## src/rtl/mult_pkg.sv

```systemverilog
// Shared types and constants for the product accumulator.
// Optional max tracking is enabled with macro PRODUCT_ACCUM_MAX_EN.
package mult_pkg;

  localparam int unsigned BLOCK_LEN_DEFAULT = 64;
  localparam int unsigned SUM_EXT           = 6;

  typedef enum logic [1:0] {
    IDLE    = 2'd0,
    REQ     = 2'd1,
    COLLECT = 2'd2,
    DONE    = 2'd3
  } accum_state_t;

endpackage

```

## src/rtl/product_accum_dp.sv

```systemverilog
// Sum / max / count datapath driven by load, add and clear strobes.
// Max register and compare exist only when PRODUCT_ACCUM_MAX_EN is defined.
module product_accum_dp
  import mult_pkg::*;
#(
  parameter int unsigned N         = 32,
  parameter int unsigned BLOCK_LEN = BLOCK_LEN_DEFAULT,
  localparam int unsigned SUM_W    = N + SUM_EXT,
  localparam int unsigned CNT_W    = $clog2(BLOCK_LEN + 1)
) (
  input  logic             clk_i,
  input  logic             rst_i,
  input  logic             load_i,
  input  logic             add_i,
  input  logic             clear_i,
  input  logic [N-1:0]     data_i,
  output logic [SUM_W-1:0] sum_o,
  output logic [N-1:0]     max_o,
  output logic [CNT_W-1:0] count_o
);

  logic [SUM_W-1:0] sum_q;
  logic [CNT_W-1:0] cnt_q;

  // Load starts a new block; add extends it. Zero-extension keeps the sum exact.
  always_ff @(posedge clk_i) begin
    if (rst_i || clear_i) begin
      sum_q <= '0;
      cnt_q <= '0;
    end else if (load_i) begin
      sum_q <= SUM_W'(data_i);
      cnt_q <= CNT_W'(1);
    end else if (add_i) begin
      sum_q <= sum_q + SUM_W'(data_i);
      cnt_q <= cnt_q + CNT_W'(1);
    end
  end

`ifdef PRODUCT_ACCUM_MAX_EN
  logic [N-1:0] max_q;

  // Strict greater-than so ties keep the current value.
  always_ff @(posedge clk_i) begin
    if (rst_i || clear_i) begin
      max_q <= '0;
    end else if (load_i) begin
      max_q <= data_i;
    end else if (add_i && (data_i > max_q)) begin
      max_q <= data_i;
    end
  end

  assign max_o = max_q;
`else
  assign max_o = '0;
`endif

  assign sum_o   = sum_q;
  assign count_o = cnt_q;

endmodule

```

## src/rtl/product_accum.sv

```systemverilog
// Requests a block of product words, sums them and tracks the max, then hands off the result.
// Max tracking is built only with PRODUCT_ACCUM_MAX_EN defined; otherwise max_out is 0.
module product_accum
  import mult_pkg::*;
#(
  parameter int unsigned N         = 32,
  parameter int unsigned BLOCK_LEN = BLOCK_LEN_DEFAULT
) (
  input  logic                 CLK,
  input  logic                 rst,
  output logic                 EN_blockRead,
  input  logic                 VALID_memVal,
  input  logic [N-1:0]         memVal_data,
  output logic [N+SUM_EXT-1:0] sum_out,
  output logic [N-1:0]         max_out,
  output logic                 result_valid,
  input  logic                 result_ready,
  output logic                 err_unexp
);

  localparam int unsigned CNT_W = $clog2(BLOCK_LEN + 1);

  accum_state_t     state_q, state_d;
  logic             en_q, rv_q, err_q, err_d;
  logic             load, add, clear;
  logic [CNT_W-1:0] count;

  // State and registered control outputs
  always_ff @(posedge CLK) begin
    if (rst) begin
      state_q <= IDLE;
      en_q    <= 1'b0;
      rv_q    <= 1'b0;
      err_q   <= 1'b0;
    end else begin
      state_q <= state_d;
      en_q    <= (state_d == REQ);
      rv_q    <= (state_d == DONE);
      err_q   <= err_d;
    end
  end

  // Next state and datapath strobes
  always_comb begin
    state_d = state_q;
    err_d   = err_q;
    load    = 1'b0;
    add     = 1'b0;
    clear   = 1'b0;
    case (state_q)
      IDLE: begin
        state_d = REQ;
        if (VALID_memVal) err_d = 1'b1;
      end
      REQ: begin
        if (VALID_memVal) begin
          load    = 1'b1;
          state_d = (BLOCK_LEN == 1) ? DONE : COLLECT;
        end
      end
      COLLECT: begin
        if (VALID_memVal) begin
          add = 1'b1;
          if (count == CNT_W'(BLOCK_LEN - 1)) state_d = DONE;
        end
      end
      DONE: begin
        if (VALID_memVal) err_d = 1'b1;
        if (result_ready) begin
          clear   = 1'b1;
          state_d = IDLE;
        end
      end
      default: state_d = IDLE;
    endcase
  end

  product_accum_dp #(
    .N         (N),
    .BLOCK_LEN (BLOCK_LEN)
  ) u_dp (
    .clk_i   (CLK),
    .rst_i   (rst),
    .load_i  (load),
    .add_i   (add),
    .clear_i (clear),
    .data_i  (memVal_data),
    .sum_o   (sum_out),
    .max_o   (max_out),
    .count_o (count)
  );

  assign EN_blockRead = en_q;
  assign result_valid = rv_q;
  assign err_unexp    = err_q;

endmodule

```

## config.mk

```make
export PLATFORM = sky130hd
export DESIGN_NAME = product_accum
export DESIGN_NICKNAME = d
export VERILOG_FILES = /design/src/rtl/mult_pkg.sv /design/src/rtl/product_accum_dp.sv /design/src/rtl/product_accum.sv
export SDC_FILE = /design/constraint.sdc
export NUM_CORES = 1
export LEC_CHECK = 0
export ABC_CLOCK_PERIOD_IN_PS = 2600
export CAP_MARGIN = 15
export CORE_ASPECT_RATIO = 0.7
export CORE_UTILIZATION = 45
export CTS_CLUSTER_SIZE = 28
export DETAILED_ROUTE_END_ITERATION = 10
export GPL_ROUTABILITY_DRIVEN = 0
export PLACE_DENSITY_LB_ADDON = 0.12
export RECOVER_POWER = 100
export SYNTH_ARGS = -nofsm -noshare
export SYNTH_HDL_FRONTEND = slang
export SYNTH_HIERARCHICAL = 1
export SYNTH_SLANG_ARGS = --single-unit
```

## constraint.sdc

```tcl
create_clock -name CLK -period 2.6 [get_ports CLK]
set_input_delay 0.52 -clock CLK [delete_from_list [all_inputs] [get_ports CLK]]
set_output_delay 0.52 -clock CLK [all_outputs]
set_load 0.03 [all_outputs]
```

==> results.txt <==
----------------------------------------------------
[Run]
  Max-Cap Viols ... 0

[Drt]
  Remaining DRCs ... 0
  Total via count in the routed design ... 4,782
  Final wirelength ... 14.4 mm
  Routed vias/inst ... about 5.6
  Iter 0 DRT Violations ... roughly 370
  Drt first pass iters ... 5
  Wire length per cell ... 16.8 um
  Number of nets with antenna violations after routing ... 0

[Placement]
  Placed cell area ... 0.00581 mm2
  Post-place setup slack ... -0.753 ns
  HPWL after detailed placement ... 9.90 mm
  IO buf count ... 76

[Timing]
  Unrepaired setup endpoints after global routing ... true
  Worst setup skew after layout ... 0.00944 ns
  Sum of negative setup slack ... -0.00411 ns
  Max-Slew Margin vs Limit ... roughly a quarter
  Number of hold violations in the final report ... 0
  Final setup violation count ... 1
  Worst path setup slack after routing ... -0.00411 ns
  Final number of max-transition violations ... 0
  Worst Tran Pin Value ... 1.15 ns
  Final critical path time including I/O delays and setup ... 2.60 ns
  Final clock period utilization by the worst path ... 100%
  Achievable Freq ... 384 MHz

[Min path]
  Min-delay worst type ... flop to flop
  Worst Hold Path Cells ... 2
  Terminating pin of the worst hold path ... err_unexp
  Beginning of the worst hold path ... err_unexp

[Status]
  Violated checks ... negative setup slack
  Run status ... finished, violations left

[Die]
  Die Y ... 84.7 um
  Floorplan row count ... 29
  Die Span X ... 120 um
  Starting density of the core ... between 40% and 50%
  Floorplan core area ... ~0.0093 mm2
  Overall die area ... 0.0102 mm2
  Top-Level Pins ... 109

[Yosys]
  Synthesized area per cell ... 7.84 um2
  Most instantiated flip-flop cell in the synthesis netlist ... sky130_fd_sc_hd__dfxtp_1
  Number of library cell types mapped by synthesis ... 67
  Proportion of synthesized chip area in sequential cells ... between 20% and 30%
  Number of standard cells after synthesis ... 561
  Count of flip-flops with a built-in enable after synthesis ... 0
  Count of synthesis-stage warnings from yosys ... 6
  Post-synthesis register bit count ... 50
  Synth async-reset ratio ... 0%
  Synth Cell Area ... approximately 0.0044 mm2

[Global routing]
  First-pass GRT wire length ... 22.7 mm
  Number of global-route vias before repair ... 4,655
  Largest net degree at the start of global routing ... 39
  GRT Util Overall ... between 20% and 30%
  Number of antenna violations at the first check in global routing ... 0
  Total global routing overflow ... 0

[Setup path]
  End of the worst register-to-register path ... u_dp/sum_o[21]
  Worst Setup Path Type ... input pin to flop
  Required arrival time at the worst endpoint ... between 2 and 3 ns
  Critical-path top delay cell ... sky130_fd_sc_hd__or4b_4
  Crit path max fanout ... 3
  R2r worst-path depth ... 11
  Critical Path Source Type ... input pin
  Buffers and inverters on the worst path ... 2
  Startpoint of the worst-slack reg-to-reg timing path ... u_dp/sum_o[0]
  Kind of end point of the critical path ... flop
  CP max stage delay ... 0.51 ns
  CP cell instances ... dlygate4sd2_1 > ha_4 > buf_4 > nand2_2 > o22ai_2 > or4b_4 > a31oi_4 > o21ai_2 > a21oi_2 > xnor2_2 > a221oi_2 > nor2_1
  Signal arrival time at the worst endpoint ... 2.80 ns
  Kind of cell adding the most delay to the critical path ... compound AO/OA/AOI/OAI gates
  Internal reg-to-reg setup slack ... approximately 0.030 ns

[Clock network]
  Clock tree root driver cell ... sky130_fd_sc_hd__clkbuf_16
  Clock tree from TritonCTS ... yes
  Total CTS buffers ... 5
  Hold bufs inserted after CTS ... 0
  Skew-Pair Late Insertion Delay ... slightly above 0.3 ns
  Clock transition at the register clock pins on the worst setup and hold paths after CTS ... 0.08 ns
  Max Root-Sink Buffers ... 2
  # H-tree levels ... 2
  Clock tree sinks ... 50

[Finish]
  Area of all placed cells without fillers ... 0.00660 mm2
  End-of-flow core utilization ... 71.3%
  NumNets Final ... between 800 and 900
  Diode count ... 0
  Storage element area ... 0.00101 mm2
  Total area of multi-input combinational cells ... 0.00359 mm2
  Share of final-layout standard cells stronger than drive strength 1 ... 31.1%
  Number of fillers in the final layout ... between 700 and 800
  Area overhead of the layout relative to synthesis ... 50.1%

[Power]
  Power share of the clock group ... 27.2%
  Peak supply drop ... 0.000306 V
  Switching part of the total ... a little under two fifths
  Cell Int Power ... around 1700 uW
  Net switching component of the power ... 979 uW
  Share of total power in sequential cells ... 31.7%
  Fraction of power consumed by combinational cells ... 41.1%
  Total power ... ~2700 uW
  Static leakage ... between 0.002 and 0.003 uW
  Power Dens Cells ... 403 mW/mm2

----------------------------------------------------
==> power by group through the flow <==
stage               registers, uW  clock network (uW)  logic (uW)
floorplan                     910                   0         562
CTS                           841                 741        1030
finish                        842                 723        1090
global placement              848                   0         940
detailed placement            849                   0         949
global route                  848                 775        1170
==> cell usage in the layout (no fill, tap or decap), types with 12 or more instances in the layout <==
cell type                           n
sky130_fd_sc_hd__nand2_1           36
sky130_fd_sc_hd__dlygate4sd2_1     12
sky130_fd_sc_hd__a21o_1            16
sky130_fd_sc_hd__clkdlybuf4s50_1   17
sky130_fd_sc_hd__a21oi_1           66
sky130_fd_sc_hd__ha_4              25
sky130_fd_sc_hd__nor2_1            48
sky130_fd_sc_hd__buf_4            115
sky130_fd_sc_hd__dlygate4sd3_1     33
sky130_fd_sc_hd__nand3_1           14
sky130_fd_sc_hd__nand4_1           13
sky130_fd_sc_hd__xnor2_1           23
sky130_fd_sc_hd__conb_1            32
sky130_fd_sc_hd__o21ai_0           28
sky130_fd_sc_hd__dfxtp_1           45
==> Yosys cell counts, types with 3 or more instances <==
| master | number | share of area [%] |
|---|---|---|
| sky130_fd_sc_hd__a21oi_1 | 74 | 8.4 |
| sky130_fd_sc_hd__nor2_1 | 51 | 4.4 |
| sky130_fd_sc_hd__dfxtp_1 | 50 | 23 |
| sky130_fd_sc_hd__nand2_1 | 38 | 3.2 |
| sky130_fd_sc_hd__ha_1 | 37 | 11 |
| sky130_fd_sc_hd__o21ai_0 | 35 | 4.0 |
| sky130_fd_sc_hd__buf_4 | 33 | 5.6 |
| sky130_fd_sc_hd__xnor2_1 | 24 | 4.8 |
| sky130_fd_sc_hd__clkbuf_1 | 17 | 1.5 |
| sky130_fd_sc_hd__a21o_1 | 16 | 2.7 |
| sky130_fd_sc_hd__nand3_1 | 14 | 1.6 |
| sky130_fd_sc_hd__nand4_1 | 13 | 1.9 |
| sky130_fd_sc_hd__inv_1 | 12 | 1.0 |
| sky130_fd_sc_hd__nor3_1 | 10 | 1.1 |
| sky130_fd_sc_hd__xor2_1 | 10 | 2.0 |
| sky130_fd_sc_hd__a211oi_1 | 8 | 1.4 |
| sky130_fd_sc_hd__mux2i_1 | 8 | 1.8 |
| sky130_fd_sc_hd__nor2b_1 | 8 | 1.1 |
| sky130_fd_sc_hd__or3_1 | 8 | 1.1 |
| sky130_fd_sc_hd__a31oi_1 | 7 | 1.0 |
| sky130_fd_sc_hd__and3_1 | 7 | 1.0 |
| sky130_fd_sc_hd__buf_6 | 7 | 1.8 |
| sky130_fd_sc_hd__o21a_1 | 5 | 0.85 |
| sky130_fd_sc_hd__o22ai_1 | 5 | 0.71 |
| sky130_fd_sc_hd__clkbuf_8 | 4 | 1.3 |
| sky130_fd_sc_hd__o211ai_1 | 4 | 0.68 |
| sky130_fd_sc_hd__nand2b_1 | 3 | 0.43 |
| sky130_fd_sc_hd__o21bai_1 | 3 | 0.51 |
| sky130_fd_sc_hd__o31ai_1 | 3 | 0.51 |
==> layout make-up <==
class	instances	area share, %
clock buffer	5	1.90
clock inverter	3	0.436
inverter	12	0.683
multi-input combinational	467	54.4
sequential	50	15.3
tap	124	2.35
timing repair buffer	196	24.9
==> per-stage QoR <==
step                instances  hold slack (ns)
finish                    857            0.470
global route              857            0.524
CTS                       851            0.485
floorplan                 592            0.453
global placement          830            0.452
detailed placement        830            0.466
==> flip-flops by register name, indices dropped and copies added, names as in the netlist <==
name / cells
u_dp/sum_o: 38
EN_blockRead: 1
result_valid: 1
err_unexp: 1
u_dp/count_o: 7
state_q: 2
==> layer usage <==
metal / wire [um] / vias up / part of all wire, % / global-route usage [%]
met5: 0 / - / 0 / 0
li1: - / 2306 / - / -
met1: 6800 / 2238 / 47 / 38.8
met4: 201 / 0 / 1.4 / 7.84
met3: 1080 / 26 / 7.5 / 5.43
met2: 6310 / 212 / 44 / 44.1
==> kinds of logic (layout without fill, tap and decap cells) <==
| kind of cell | count (synthesis) | in the layout | synth area share [%] |
|---|---|---|---|
| buf+inv | 75 | 216 | 11.4 |
| compound gates | 181 | 181 | 25.9 |
| simple gates | 174 | 174 | 20.2 |
| other cells | 1 | 32 | 0.0853 |
| mux | 8 | 8 | 1.82 |
| xor+xnor | 34 | 34 | 6.77 |
| flops | 50 | 50 | 22.8 |
| fa+ha+maj | 38 | 38 | 11.0 |
==> what timing repair did <==
item | CTS | global route
buffers inserted | 13 | 6
endpoints found under the hold margin | 0 | 0
gates resized for setup | 82 | 44
setup endpoints to repair | 26 | 16
pin swaps | 34 | 37
==> worst reg2reg max path, stage by stage (launching register included) <==
cell and delay (ns):
sky130_fd_sc_hd__dfxtp_2 0.34, sky130_fd_sc_hd__ha_4 0.17, sky130_fd_sc_hd__buf_4 0.14, sky130_fd_sc_hd__a211oi_4 0.30, sky130_fd_sc_hd__nor4_4 0.10, sky130_fd_sc_hd__or4b_4 0.54, sky130_fd_sc_hd__a31oi_4 0.19, sky130_fd_sc_hd__o21ai_2 0.11
sky130_fd_sc_hd__a21oi_2 0.17, sky130_fd_sc_hd__xnor2_2 0.09, sky130_fd_sc_hd__a221oi_2 0.25, sky130_fd_sc_hd__nor2_1 0.08
==> how the worst max path moves through the flow <==
stage | cells past startpoint | endpoint | slack [ns] | from
5_1_grt | 13 | u_dp/sum_o[30] | -0.09 | memVal_data[7]
4_1_cts | 11 | u_dp/sum_o[34] | 0.001 | memVal_data[13]
6_report | 12 | u_dp/sum_o[21] | -0.004 | memVal_data[8]
3_5_place_dp | 11 | u_dp/sum_o[37] | -0.75 | memVal_data[1]
2_1_floorplan | 12 | u_dp/sum_o[32] | 0.01 | memVal_data[0]
3_3_place_gp | 13 | u_dp/sum_o[34] | -0.63 | memVal_data[0]
Note: power is estimated with default switching activity, not from simulation.
